File: src/rtl/lc3b_types.sv
// Shared LC-3b types: line address, line data bus, write-buffer drain states.
package lc3b_types;

  localparam int LC3B_LINE_WIDTH  = 128;
  localparam int LC3B_OFFSET_BITS = 4;

  typedef logic [11:0]                lc3b_line_addr;
  typedef logic [LC3B_LINE_WIDTH-1:0] lc3b_datbus;

  typedef enum logic {wb_idle, wb_write} lc3b_wb_state;

endpackage

File: src/rtl/lc3b_wb_match.sv
// Associative search over the write-buffer entries; the newest valid match
// (scanning backwards from tail) wins.
module lc3b_wb_match #(
  parameter  int DEPTH      = 4,
  parameter  int ADDR_WIDTH = 12,
  localparam int PW         = $clog2(DEPTH)
) (
  input  logic [DEPTH-1:0]                 valid,
  input  logic [DEPTH-1:0][ADDR_WIDTH-1:0] addrs,
  input  logic [PW-1:0]                    tail,
  input  logic [ADDR_WIDTH-1:0]            probe,
  output logic                             hit,
  output logic [DEPTH-1:0]                 onehot,
  output logic [PW-1:0]                    idx
);

  logic [PW-1:0] slot;

  always_comb begin
    hit    = 1'b0;
    onehot = '0;
    idx    = '0;
    slot   = '0;
    // k = 0 is the entry just behind tail, i.e. the most recently allocated
    for (int k = 0; k < DEPTH; k++) begin
      slot = tail - PW'(k + 1);
      if (!hit && valid[slot] && (addrs[slot] == probe)) begin
        hit          = 1'b1;
        onehot[slot] = 1'b1;
        idx          = slot;
      end
    end
  end

endmodule

File: src/rtl/lc3b_write_buffer.sv
// FIFO eviction buffer between L1 and memory, drained one line per pmem handshake.
// Optional WB_COALESCE_EN: pushes that hit a queued (non in-flight) line overwrite it in place.
module lc3b_write_buffer
  import lc3b_types::*;
#(
  parameter int LINE_WIDTH = LC3B_LINE_WIDTH,
  parameter int ADDR_WIDTH = $bits(lc3b_line_addr),
  parameter int DEPTH      = 4
) (
  input  logic                         clk,
  input  logic                         reset_n,
  input  logic                         in_valid,
  output logic                         in_ready,
  input  logic [ADDR_WIDTH-1:0]        in_addr,
  input  logic [LINE_WIDTH-1:0]        in_data,
  output logic                         pmem_write,
  output logic [ADDR_WIDTH-1:0]        pmem_address,
  output logic [LINE_WIDTH-1:0]        pmem_wdata,
  input  logic                         pmem_resp,
  input  logic [ADDR_WIDTH-1:0]        lookup_addr,
  output logic                         lookup_hit,
  output logic [LINE_WIDTH-1:0]        lookup_data,
  output logic [$clog2(DEPTH+1)-1:0]   count,
  output logic                         empty
);

  localparam int PW = $clog2(DEPTH);
  localparam int CW = $clog2(DEPTH+1);

  logic [DEPTH-1:0][ADDR_WIDTH-1:0] addr_q;
  logic [DEPTH-1:0][LINE_WIDTH-1:0] data_q;
  logic [DEPTH-1:0]                 valid_q;
  logic [PW-1:0]                    head_q, tail_q;
  logic [CW-1:0]                    count_q;
  lc3b_wb_state                     state_q;

  logic not_full, push, alloc, pop, coalesce;

  logic             lk_hit;
  logic [DEPTH-1:0] lk_onehot;
  logic [PW-1:0]    lk_idx;
  logic             lk_unused;

  lc3b_wb_match #(.DEPTH(DEPTH), .ADDR_WIDTH(ADDR_WIDTH)) u_lookup (
    .valid  (valid_q),
    .addrs  (addr_q),
    .tail   (tail_q),
    .probe  (lookup_addr),
    .hit    (lk_hit),
    .onehot (lk_onehot),
    .idx    (lk_idx)
  );
  assign lk_unused = ^lk_onehot;

  assign not_full = (count_q != CW'(DEPTH));

`ifdef WB_COALESCE_EN
  logic [DEPTH-1:0] head_oh, co_valid, co_onehot;
  logic [PW-1:0]    co_idx;
  logic             co_hit, co_unused;

  // The in-flight head is masked so pmem_wdata never changes mid-transaction
  assign head_oh  = DEPTH'(1) << head_q;
  assign co_valid = valid_q & ~((state_q == wb_write) ? head_oh : '0);

  lc3b_wb_match #(.DEPTH(DEPTH), .ADDR_WIDTH(ADDR_WIDTH)) u_coalesce (
    .valid  (co_valid),
    .addrs  (addr_q),
    .tail   (tail_q),
    .probe  (in_addr),
    .hit    (co_hit),
    .onehot (co_onehot),
    .idx    (co_idx)
  );
  assign co_unused = ^co_onehot;
  assign coalesce  = co_hit;
`else
  assign coalesce  = 1'b0;
`endif

  assign in_ready = not_full || coalesce;
  assign push     = in_valid && in_ready;
  assign alloc    = push && !coalesce;
  assign pop      = (state_q == wb_write) && pmem_resp;

  // Payload storage carries no reset; valid_q qualifies every read
  always_ff @(posedge clk) begin
    if (alloc) begin
      addr_q[tail_q] <= in_addr;
      data_q[tail_q] <= in_data;
    end
`ifdef WB_COALESCE_EN
    if (push && coalesce) begin
      data_q[co_idx] <= in_data;
    end
`endif
  end

  always_ff @(posedge clk or negedge reset_n) begin
    if (!reset_n) begin
      head_q  <= '0;
      tail_q  <= '0;
      count_q <= '0;
      valid_q <= '0;
      state_q <= wb_idle;
    end else begin
      if (pop) begin
        valid_q[head_q] <= 1'b0;
        head_q          <= head_q + PW'(1);
      end
      if (alloc) begin
        valid_q[tail_q] <= 1'b1;
        tail_q          <= tail_q + PW'(1);
      end
      count_q <= count_q + CW'(alloc) - CW'(pop);
      case (state_q)
        wb_idle:  if (count_q != '0) state_q <= wb_write;
        wb_write: if (pmem_resp)     state_q <= wb_idle;
        default:                     state_q <= wb_idle;
      endcase
    end
  end

  assign pmem_write   = (state_q == wb_write);
  assign pmem_address = addr_q[head_q];
  assign pmem_wdata   = data_q[head_q];

  assign lookup_hit  = lk_hit;
  assign lookup_data = lk_hit ? data_q[lk_idx] : '0;

  assign count = count_q;
  assign empty = (count_q == '0);

endmodule

File: config.mk
export PLATFORM = sky130hd
export DESIGN_NAME = lc3b_write_buffer
export DESIGN_NICKNAME = d
export VERILOG_FILES = /design/src/rtl/lc3b_types.sv /design/src/rtl/lc3b_wb_match.sv /design/src/rtl/lc3b_write_buffer.sv
export SDC_FILE = /design/constraint.sdc
export NUM_CORES = 1
export LEC_CHECK = 0
export CAP_MARGIN = 25
export CORE_MARGIN = 2
export CORE_UTILIZATION = 42
export CTS_BUF_LIST = sky130_fd_sc_hd__clkbuf_4
export CTS_CLUSTER_SIZE = 24
export DETAILED_ROUTE_END_ITERATION = 10
export DONT_BUFFER_PORTS = 1
export GPL_ROUTABILITY_DRIVEN = 1
export PLACE_DENSITY = 0.67
export SLEW_MARGIN = 20
export SYNTH_ARGS = -nofsm -noshare
export SYNTH_HDL_FRONTEND = slang
export SYNTH_HIERARCHICAL = 1
export SYNTH_SLANG_ARGS = --single-unit
File: constraint.sdc
create_clock -name clk -period 7.8 [get_ports clk]
set_input_delay 2.34 -clock clk [delete_from_list [all_inputs] [get_ports clk]]
set_output_delay 2.34 -clock clk [all_outputs]
set_load 0.01 [all_outputs]
=== Yosys cells after proc, flatten, opt, wreduce, memory -nomap -nowiden ===
Index checks and enable logic that the tools add are counted.

* $add $sub $neg: 7
* Order comparisons: 8
* Equality and inequality tests: 5
* Mux-type cells: 46
* Bitwise operators: 4
* Reduce and logical (&&, ||, !) cells: 16

{| class="wikitable"
|+ Operators with widths
! operator !! count
|-
| $bmux 128 s2 || 2
|-
| $bwmux 512 || 1
|-
| $mux 128 || 4
|-
| $demux 128 s2 || 1
|-
| $bmux 12 s2 || 5
|-
| $mux 12 || 6
|-
| $bwmux 48 || 1
|-
| $eq 12x12->1 || 4
|-
| $demux 12 s2 || 1
|-
| $lt 2x3->1 const B || 6
|-
| $mux 1 || 12
|-
| $logic_and 1x1->1 || 11
|-
| $bmux 1 s2 || 4
|-
| $mux 2 || 4
|-
| $mux 4 || 2
|-
| $add 2x1->2 const B || 2
|-
| $and 4x4->4 || 1
|-
| $demux 1 s2 || 2
|-
| $ge 2x1->1 const B || 2
|-
| $not 4->4 || 1
|-
| $or 4x4->4 || 1
|-
| $sub 2x2->2 const B || 2
|-
| $add 3x1->3 || 1
|-
| $logic_not 1->1 || 3
|-
| other kinds (7) || 7
|}

* Bits in registers: 572
* Bits of input ports: 156
* Logic and storage cells: 99

=== Longest topological paths before layout ===
Gate-level depths: netlist (run 1).

* Depth after elaboration: 21
* Gate-level depth with buffers: 19

=== Modules after synthesis ===
The synthesis (run 1) kept the hierarchy.

{| class="wikitable"
|+ Modules (own cells, without submodules)
! module !! times used !! cells each !! area each (um^2) !! sequential area each (um^2)
|-
| lc3b_write_buffer || 1 || 1,237 || 24,527.3 || 17,116.4
|-
| lc3b_wb_match || 1 || 264 || 2,557.5 || 0.0
|}

=== Least setup slack after synthesis (run 1) ===
No wires, ideal clock.

* Kind: input -> output
* Start: input lookup_addr[5]
* End: output lookup_data[10]
* Arrival time: 4.918 ns
* Data required time: 5.460 ns
* Slack: 0.542 ns
* Stages: 13
* Path buffers: 5
* Cell sequence: buf_1 > nor3_1 > or4_1 > a2111oi_4 > and2_0 > clkbuf_2 > nand3_1 > o2111ai_2 > buf_2 > buf_2 > buf_2 > mux2i_1 > o22ai_1

* Cells in the longest elaborated chain, start to end: 18
* Elaborated cells between the ends (all ways): 25
* Classes of those cells: 4 x eq/ne; 11 x mux; 10 x reduce/logical

{| class="wikitable"
|+ RTL lines
! element !! RTL line !! text
|-
| start, declared || lc3b_write_buffer.sv:20 || <nowiki>input logic [ADDR_WIDTH-1:0] lookup_addr,</nowiki>
|-
| $eq 12x12->1 || lc3b_wb_match.sv:27 || <nowiki>if (!hit && valid[slot] && (addrs[slot] == probe)) begin</nowiki>
|-
| $logic_and 1x1->1 || lc3b_wb_match.sv:27 ||
|-
| $mux 1 || lc3b_wb_match.sv:27 ||
|-
| $logic_not 1->1 || lc3b_wb_match.sv:27 ||
|-
| $logic_and 1x1->1 (2 in a row) || lc3b_wb_match.sv:27 ||
|-
| $mux 1 || lc3b_wb_match.sv:27 ||
|-
| $logic_not 1->1 || lc3b_wb_match.sv:27 ||
|-
| $logic_and 1x1->1 (2 in a row) || lc3b_wb_match.sv:27 ||
|-
| $mux 1 || lc3b_wb_match.sv:27 ||
|-
| $logic_not 1->1 || lc3b_wb_match.sv:27 ||
|-
| $logic_and 1x1->1 (2 in a row) || lc3b_wb_match.sv:27 ||
|-
| $mux 2 (*) || lc3b_wb_match.sv:27 ||
|-
| via lk_idx[1] || lc3b_write_buffer.sv:41 || <nowiki>logic [PW-1:0] lk_idx;</nowiki>
|-
| $bmux 128 s2 (*) || lc3b_write_buffer.sv:129 || <nowiki>assign lookup_data = lk_hit ? data_q[lk_idx] : '0;</nowiki>
|-
| $mux 128 (not written as such) (*) || lc3b_write_buffer.sv:129 ||
|-
| $mux 128 (*) || lc3b_write_buffer.sv:129 ||
|-
| end, declared || lc3b_write_buffer.sv:22 || <nowiki>output logic [LINE_WIDTH-1:0] lookup_data,</nowiki>
|}

Mark *: on every way through the listed nets, which the timed path passes. The rest lies on a longest branch. The select of a mux whose other input is x is not followed.

=== Worst setup path after layout (run 1) ===
* Start: input lookup_addr[8]
* End: output lookup_data[21]

The elaborated chain is that of the path after synthesis.

==> results of run 1 <==
==> per-stage QoR <==
step | area, µm² | util [%] | total power [mW] | worst slack (ps)
2_1_floorplan | 26900 | - | 7.13 | 708
3_3_place_gp | 27800 | 44.0 | 7.86 | 426
3_5_place_dp | 27800 | 44.0 | 7.91 | 388
4_1_cts | 29700 | 47.0 | 10.5 | 78.3
5_1_grt | 29700 | 47.0 | 10.9 | 28.5
6_report | 29700 | 47.0 | 10.4 | 310
==> per-layer routing <==
metal	track usage [%]	up-vias
met5	0	-
met4	10.4	4
met3	8.67	159
met2	34.0	610
met1	22.8	7794
li1	-	6426
==> how the worst min path moves through the flow <==
stage                     slack, ps            startpoint                    to
after floorplan                 530  valid_q[3]$_DFF_PN0_  valid_q[3]$_DFF_PN0_
after global placement          620  valid_q[1]$_DFF_PN0_  valid_q[1]$_DFF_PN0_
after detailed placement        620  valid_q[1]$_DFF_PN0_  valid_q[1]$_DFF_PN0_
after CTS                       640  valid_q[1]$_DFF_PN0_  valid_q[1]$_DFF_PN0_
after global routing            670  valid_q[1]$_DFF_PN0_  valid_q[1]$_DFF_PN0_
final                           640  valid_q[1]$_DFF_PN0_  valid_q[1]$_DFF_PN0_
==> timing repair <==
action                     in CTS  in global routing
gates resized for setup         2                  2
pin swaps                       0                  0
setup endpoints to repair     111                 44
==> power breakdown <==
part | switching, mW | internal [mW] | total [mW]
registers | 0.317 | 4.08 | 4.39
clock network | 1.21 | 1.33 | 2.54
logic | 2.04 | 1.40 | 3.43
==> cells in the final DEF (no fill, tap or decap), drive strengths merged, types with 5 or more instances in the layout <==
cell type	instances
edfxtp	560
mux2i	295
clkbuf	207
mux4	164
o22ai	129
clkinv	47
xnor2	38
buf	38
inv	18
xor2	13
dfrtp	12
nand3	11
nand2	11
ha	11
and3	9
o211ai	6
nor2	6
o21ai	6
nor3	5
nand4	5
o2111ai	5
==> flip-flops by register name (all words and copies together), names as in the netlist <==
signal and flops:
pmem_write 1, data_q 512, tail_q 2, valid_q 4, addr_q 48, count 3
head_q 2
==> layout make-up <==
type / count / area (µm²)
Clock buffer: 207 / 1550
Timing Repair Buffer: 38 / 505
Fill cell: 5345 / 33500
Multi-Input combinational cell: 771 / 9060
Tap cell: 846 / 1060
Inverter: 15 / 56.3
Clock inverter: 55 / 320
Sequential cell: 572 / 17100
Antenna cell: 1 / 2.50
==> key figures, run 1 <==
Outcome
  • Status: finished, final reports clean

Layout
  • Area Growth Syn to Fin: 10.4%
  • Proportion of layout cells with a drive suffix above 1: 26.4%
  • Final nets: 1,714
  • Filler-free cell count of the finished design: 2,505

Setup path
  • WP data arrival: 5150 ps
  • Worst Setup Path Type: in -> out
  • CP endpoint: lookup_data[21]
  • Worst R2R Path Depth: 4
  • CP peak stage delay: 560 ps
  • RR Startpoint: tail_q[0]$_DFFE_PN0N_
  • R2r setup slk: 4750 ps
  • Reg-to-Reg End: data_q[149]$_DFFE_PP_
  • Critical Path Stages: 10
  • Slowest cell on the critical path: a2111oi_0
  • Cell family with most CP delay: compound AO/OA/AOI/OAI gates
  • Crit-path max FO: 45
  • Critical Path RT: 5460 ps
  • Worst-path cell chain: xnor2_1 -> a2111oi_0 -> o221ai_1 -> a311oi_1 -> nand4_1 -> o2111ai_4 -> buf_12 -> buf_12 -> mux2i_1 -> o22ai_1
  • Most frequent cell on the critical path: buf_12
  • CP Capture Type: output pin
  • Buffers and inverters on the worst path: 2
  • Critical path startpoint category: primary input
  • Crit path from: lookup_addr[8]

GRT
  • Initial antenna violation count: 3
  • Number of global-route vias before repair: 15,891
  • Total GRT Usage: 20.6%
  • Global route overflow: 0
  • Largest net degree at the start of global routing: 132
  • First-pass GRT wire length: 101,000 µm

Clocking
  • Clk sinks: 572
  • CTS Root Cell: clkbuf_4
  • Setup bufs post-CTS: 0
  • Clk_lat worst skew: 920 ps
  • CTS tree: yes
  • Clock Tree Buf Depth: 3
  • TritonCTS Buffers: 148
  • Hold_buf cts: 0
  • H-tree depth: 4
  • Reg clk slew, reported paths: 60 ps

Placed design
  • Port Buf Inserts: 0
  • Final GP Congestion: 0.867
  • Cells after DPL: 2,242
  • Hpwl dp: 42,500 µm

Timing
  • Final Max Slew Viols: 0
  • Final hold vios: 0
  • Clock Skew: 60.7 ps
  • Worst hold margin: 640 ps
  • Number of setup violations in the final report: 0
  • Least-Margin Pin Slew: 979 ps
  • Slew HR: 34.7%
  • Setup TNS: 0 ps
  • Max Fclk: 0.134 GHz
  • Period Utilization, post-route: 96.0%
  • RSZ-0062 raised after global routing: false
  • Crit path time final: 7490 ps

Synthesis
  • Syn. warnings: 6
  • Average size of a mapped cell: 18.2 µm²
  • Mapped Nets: 1,645
  • Post-synthesis cell count: 1,477
  • Mapped Area: 26,900 µm²

Die
  • Num rows: 92
  • Die Y: 257 µm
  • Ports: 431
  • CORE AREA: 63,200 µm²
  • Die Footprint: 66,100 µm²
  • Starting density of the core: 42.6%
  • Die Width: 257 µm

Drt
  • Uppermost routed layer: met5
  • DRT Wirelength: 68,700 µm
  • Initial DRC count: 1,041
  • Met2 WL: 34,300 µm
  • Metal-1 WL: 25,100 µm
  • Average wire per standard cell: 27.4 µm
  • Number of remaining DRC errors: 0
  • Routed vias/inst: 5.99
  • Routed Antenna Nets: 0
  • Routed via count: 14,993
  • DR WL met3: 6420 µm
  • TritonRoute pass-1 iters: 5

Pwr
  • Leak: 9.12 nW
  • Power per standard cell area: 349 nW/µm²
  • VDD IR max: 0.000298 V

Run
  • Max cap viols: 0

Worst hold path
  • Hold WC Path Type: reg -> reg
  • Worst Hold Depth: 1
No activity file was read; power rests on OpenSTA's default activity.
==> run 2, diff against run 1 <==
- CTS_BUF_LIST: sky130_fd_sc_hd__clkbuf_4 -> not set
==> run 2 against run 1 <==
  * Clock-buffer cell count down 135
  * Worst setup slack worse by 11 ps
  * Flip-flop and latch count unchanged
  * Cell area down 0.12%
  * Non-clock buffer count unchanged
  * Combinational power about the same
  * Highest routed layer unchanged
  * Largest power group unchanged
  * Global-route usage down 0.68 points
  * Cell count down 6.5%
==> key figures, run 2 (synthesis results as in run 1) <==
Layout
  • Reg with most FFs: data_q
  • Proportion of layout cells with a drive suffix above 1: 19.6% (-6.9 points)
  • Fill cells: 5,262 (-1.6%)
  • Final nets: 1,625 (-5.2%)
  • Post-route design area: 29,700 µm² (-0.12%)
  • Number of flip-flops in the largest register: 512 (unchanged)
  • Commonest cells after routing, fill and taps aside: 560 x edfxtp_1, 294 x mux2i_1, 151 x mux4_2, 129 x o22ai_1, 60 x clkbuf_16
  • Area Growth Syn to Fin: 10.2%
  • Util after Layout: 46.9% (-0.057 points)
  • Largest regs: data_q (512), addr_q (48), valid_q (4)
  • Filler-free cell count of the finished design: 2,343 (-6.5%)
  • Commonest non-fill, non-tap cell in the layout: edfxtp_1

Timing
  • Clock Skew: 25.3 ps (-35.4 ps)
  • Worst hold margin: 639 ps (-0.892 ps)
  • Final Max Slew Viols: 0 (unchanged)
  • RSZ-0062 raised after global routing: false
  • Least-Margin Pin Slew: 963 ps (-15.8 ps)
  • Number of setup violations in the final report: 0 (unchanged)
  • Post-route setup slack: 299 ps (-11.2 ps)
  • Final hold vios: 0 (unchanged)
  • Period Utilization, post-route: 96.2% (+0.14 points)
  • Slew HR: 35.8% (+1.1 points)
  • Max Fclk: 0.133 GHz (-0.15%)
  • Crit path time final: 7500 ps (+11.2 ps)
  • Setup TNS: 0 ps (unchanged)

Setup path
  • Critical Path RT: 5460 ps (about the same)
  • Worst R2R Path Depth: 4 (unchanged)
  • Crit-path max FO: 45 (unchanged)
  • CP Capture Type: output pin
  • R2r setup slk: 4610 ps (-140 ps)
  • Most frequent cell on the critical path: buf_12
  • Cell family with most CP delay: compound AO/OA/AOI/OAI gates
  • RR Startpoint: tail_q[0]$_DFFE_PN0N_
  • Worst Setup Path Type: in -> out
  • WP data arrival: 5160 ps (about the same)
  • Slowest cell on the critical path: a2111oi_0
  • Buffers and inverters on the worst path: 2 (unchanged)
  • Crit path from: lookup_addr[8]
  • CP peak stage delay: 580 ps (+20 ps)
  • Worst-path cell chain: xnor2_1 -> a2111oi_0 -> o221ai_1 -> a311oi_1 -> nand4_1 -> o2111ai_4 -> buf_12 -> buf_12 -> mux2i_1 -> o22ai_1
  • Critical path startpoint category: primary input
  • Reg-to-Reg End: data_q[168]$_DFFE_PP_

Drt
  • DRT Wirelength: 67,400 µm (-1.8%)
  • Initial DRC count: 1,063 (+2.1%)
  • Number of remaining DRC errors: 0 (unchanged)
  • Routed via count: 14,388 (-4.0%)
  • TritonRoute pass-1 iters: 7 (+2)
  • Average wire per standard cell: 28.8 µm (+5.0%)
  • Routed vias/inst: 6.14 (+2.6%)
  • Routed Antenna Nets: 0 (unchanged)

Placed design
  • Hpwl dp: 42,500 µm (unchanged)
  • Cells after DPL: 2,242 (unchanged)
  • Dpl cell area: 27,800 µm² (unchanged)
  • Final GP Congestion: 0.867 (unchanged)
  • Port Buf Inserts: 0 (unchanged)
  • Worst slack at placement: 388 ps (unchanged)

Clocking
  • Clk sinks: 572 (unchanged)
  • Clk_lat worst skew: 620 ps (-300 ps)
  • Reg clk slew, reported paths: 60 ps (about the same)
  • Setup bufs post-CTS: 0 (unchanged)
  • CTS tree: yes
  • CTS Root Cell: clkbuf_16
  • H-tree depth: 2 (-2)
  • Clock Tree Buf Depth: 3 (unchanged)
  • Hold_buf cts: 0 (unchanged)
  • TritonCTS Buffers: 59 (-60%)

Run
  • Max cap viols: 0 (unchanged)

Worst hold path
  • Worst Hold Depth: 1 (unchanged)
  • Hold Path End: valid_q[1]$_DFF_PN0_
  • HP Start: valid_q[1]$_DFF_PN0_
  • Hold WC Path Type: reg -> reg

Pwr
  • Leak: 8.92 nW (-2.2%)
  • Power per standard cell area: 355 nW/µm² (+1.6%)
  • VDD IR max: 0.000296 V (-0.87%)
  • Total chip power: 10.5 mW (+1.5%)

Die
  • Die Footprint: 66,100 µm² (unchanged)
  • CORE AREA: 63,200 µm² (unchanged)
  • Die Width: 257 µm (unchanged)
  • Die Y: 257 µm (unchanged)
  • Ports: 431 (unchanged)
  • Starting density of the core: 42.6% (unchanged)
  • Num rows: 92 (unchanged)

GRT
  • First-pass GRT wire length: 98,700 µm (-2.2%)
  • Number of global-route vias before repair: 15,008 (-5.6%)
  • Global route overflow: 0 (unchanged)
  • Total GRT Usage: 19.9% (-0.68 points)
  • Largest net degree at the start of global routing: 132 (unchanged)
  • Initial antenna violation count: 3 (unchanged)

Outcome
  • Status: finished, final reports clean
-- run 2: routing by layer --
layer	track usage [%]	up-vias	routed length, µm
met1	23.2	7592	25000
met4	8.90	2	3100
li1	-	6134	-
met2	33.6	513	33800
met5	0	-	13
met3	6.48	147	5500
-- run 2: how the worst max path moves through the flow --
stage | endpoint | depth (start not counted)
6_report | lookup_data[13] | 10
5_1_grt | lookup_data[13] | 10
4_1_cts | lookup_data[13] | 13
3_5_place_dp | lookup_data[13] | 10
3_3_place_gp | lookup_data[13] | 10
2_1_floorplan | lookup_data[10] | 13
-- run 2: report_power, final --
group	switching, mW	leakage, nW	internal [mW]
sequential	0.316	5.26	4.08
combinational	2.03	2.75	1.39
clock	1.12	0.904	1.59
-- run 2: final cells by class --
class	instances	area (µm²)	area share (%)
Multi-Input combinational cell	771	9050	30.5
Tap cell	846	1060	3.57
Clock buffer	72	1550	5.22
Antenna cell	4	10.0	0.0338
Timing Repair Buffer	38	498	1.68
Inverter	15	56.3	0.190
Clock inverter	25	302	1.02
Sequential cell	572	17100	57.8
-- run 2: what timing repair did --
item                                    4_1_cts  5_1_grt
endpoints found under the setup margin        0        2
endpoints found under the hold margin         0        0
gates resized for setup                       0        1
-- run 2: worst register-to-register path, stage by stage, from the launching register on --
cell     delay [ps]
dfrtp_2         360
buf_4           680
ha_1            310
and3_4          650
buf_4           740
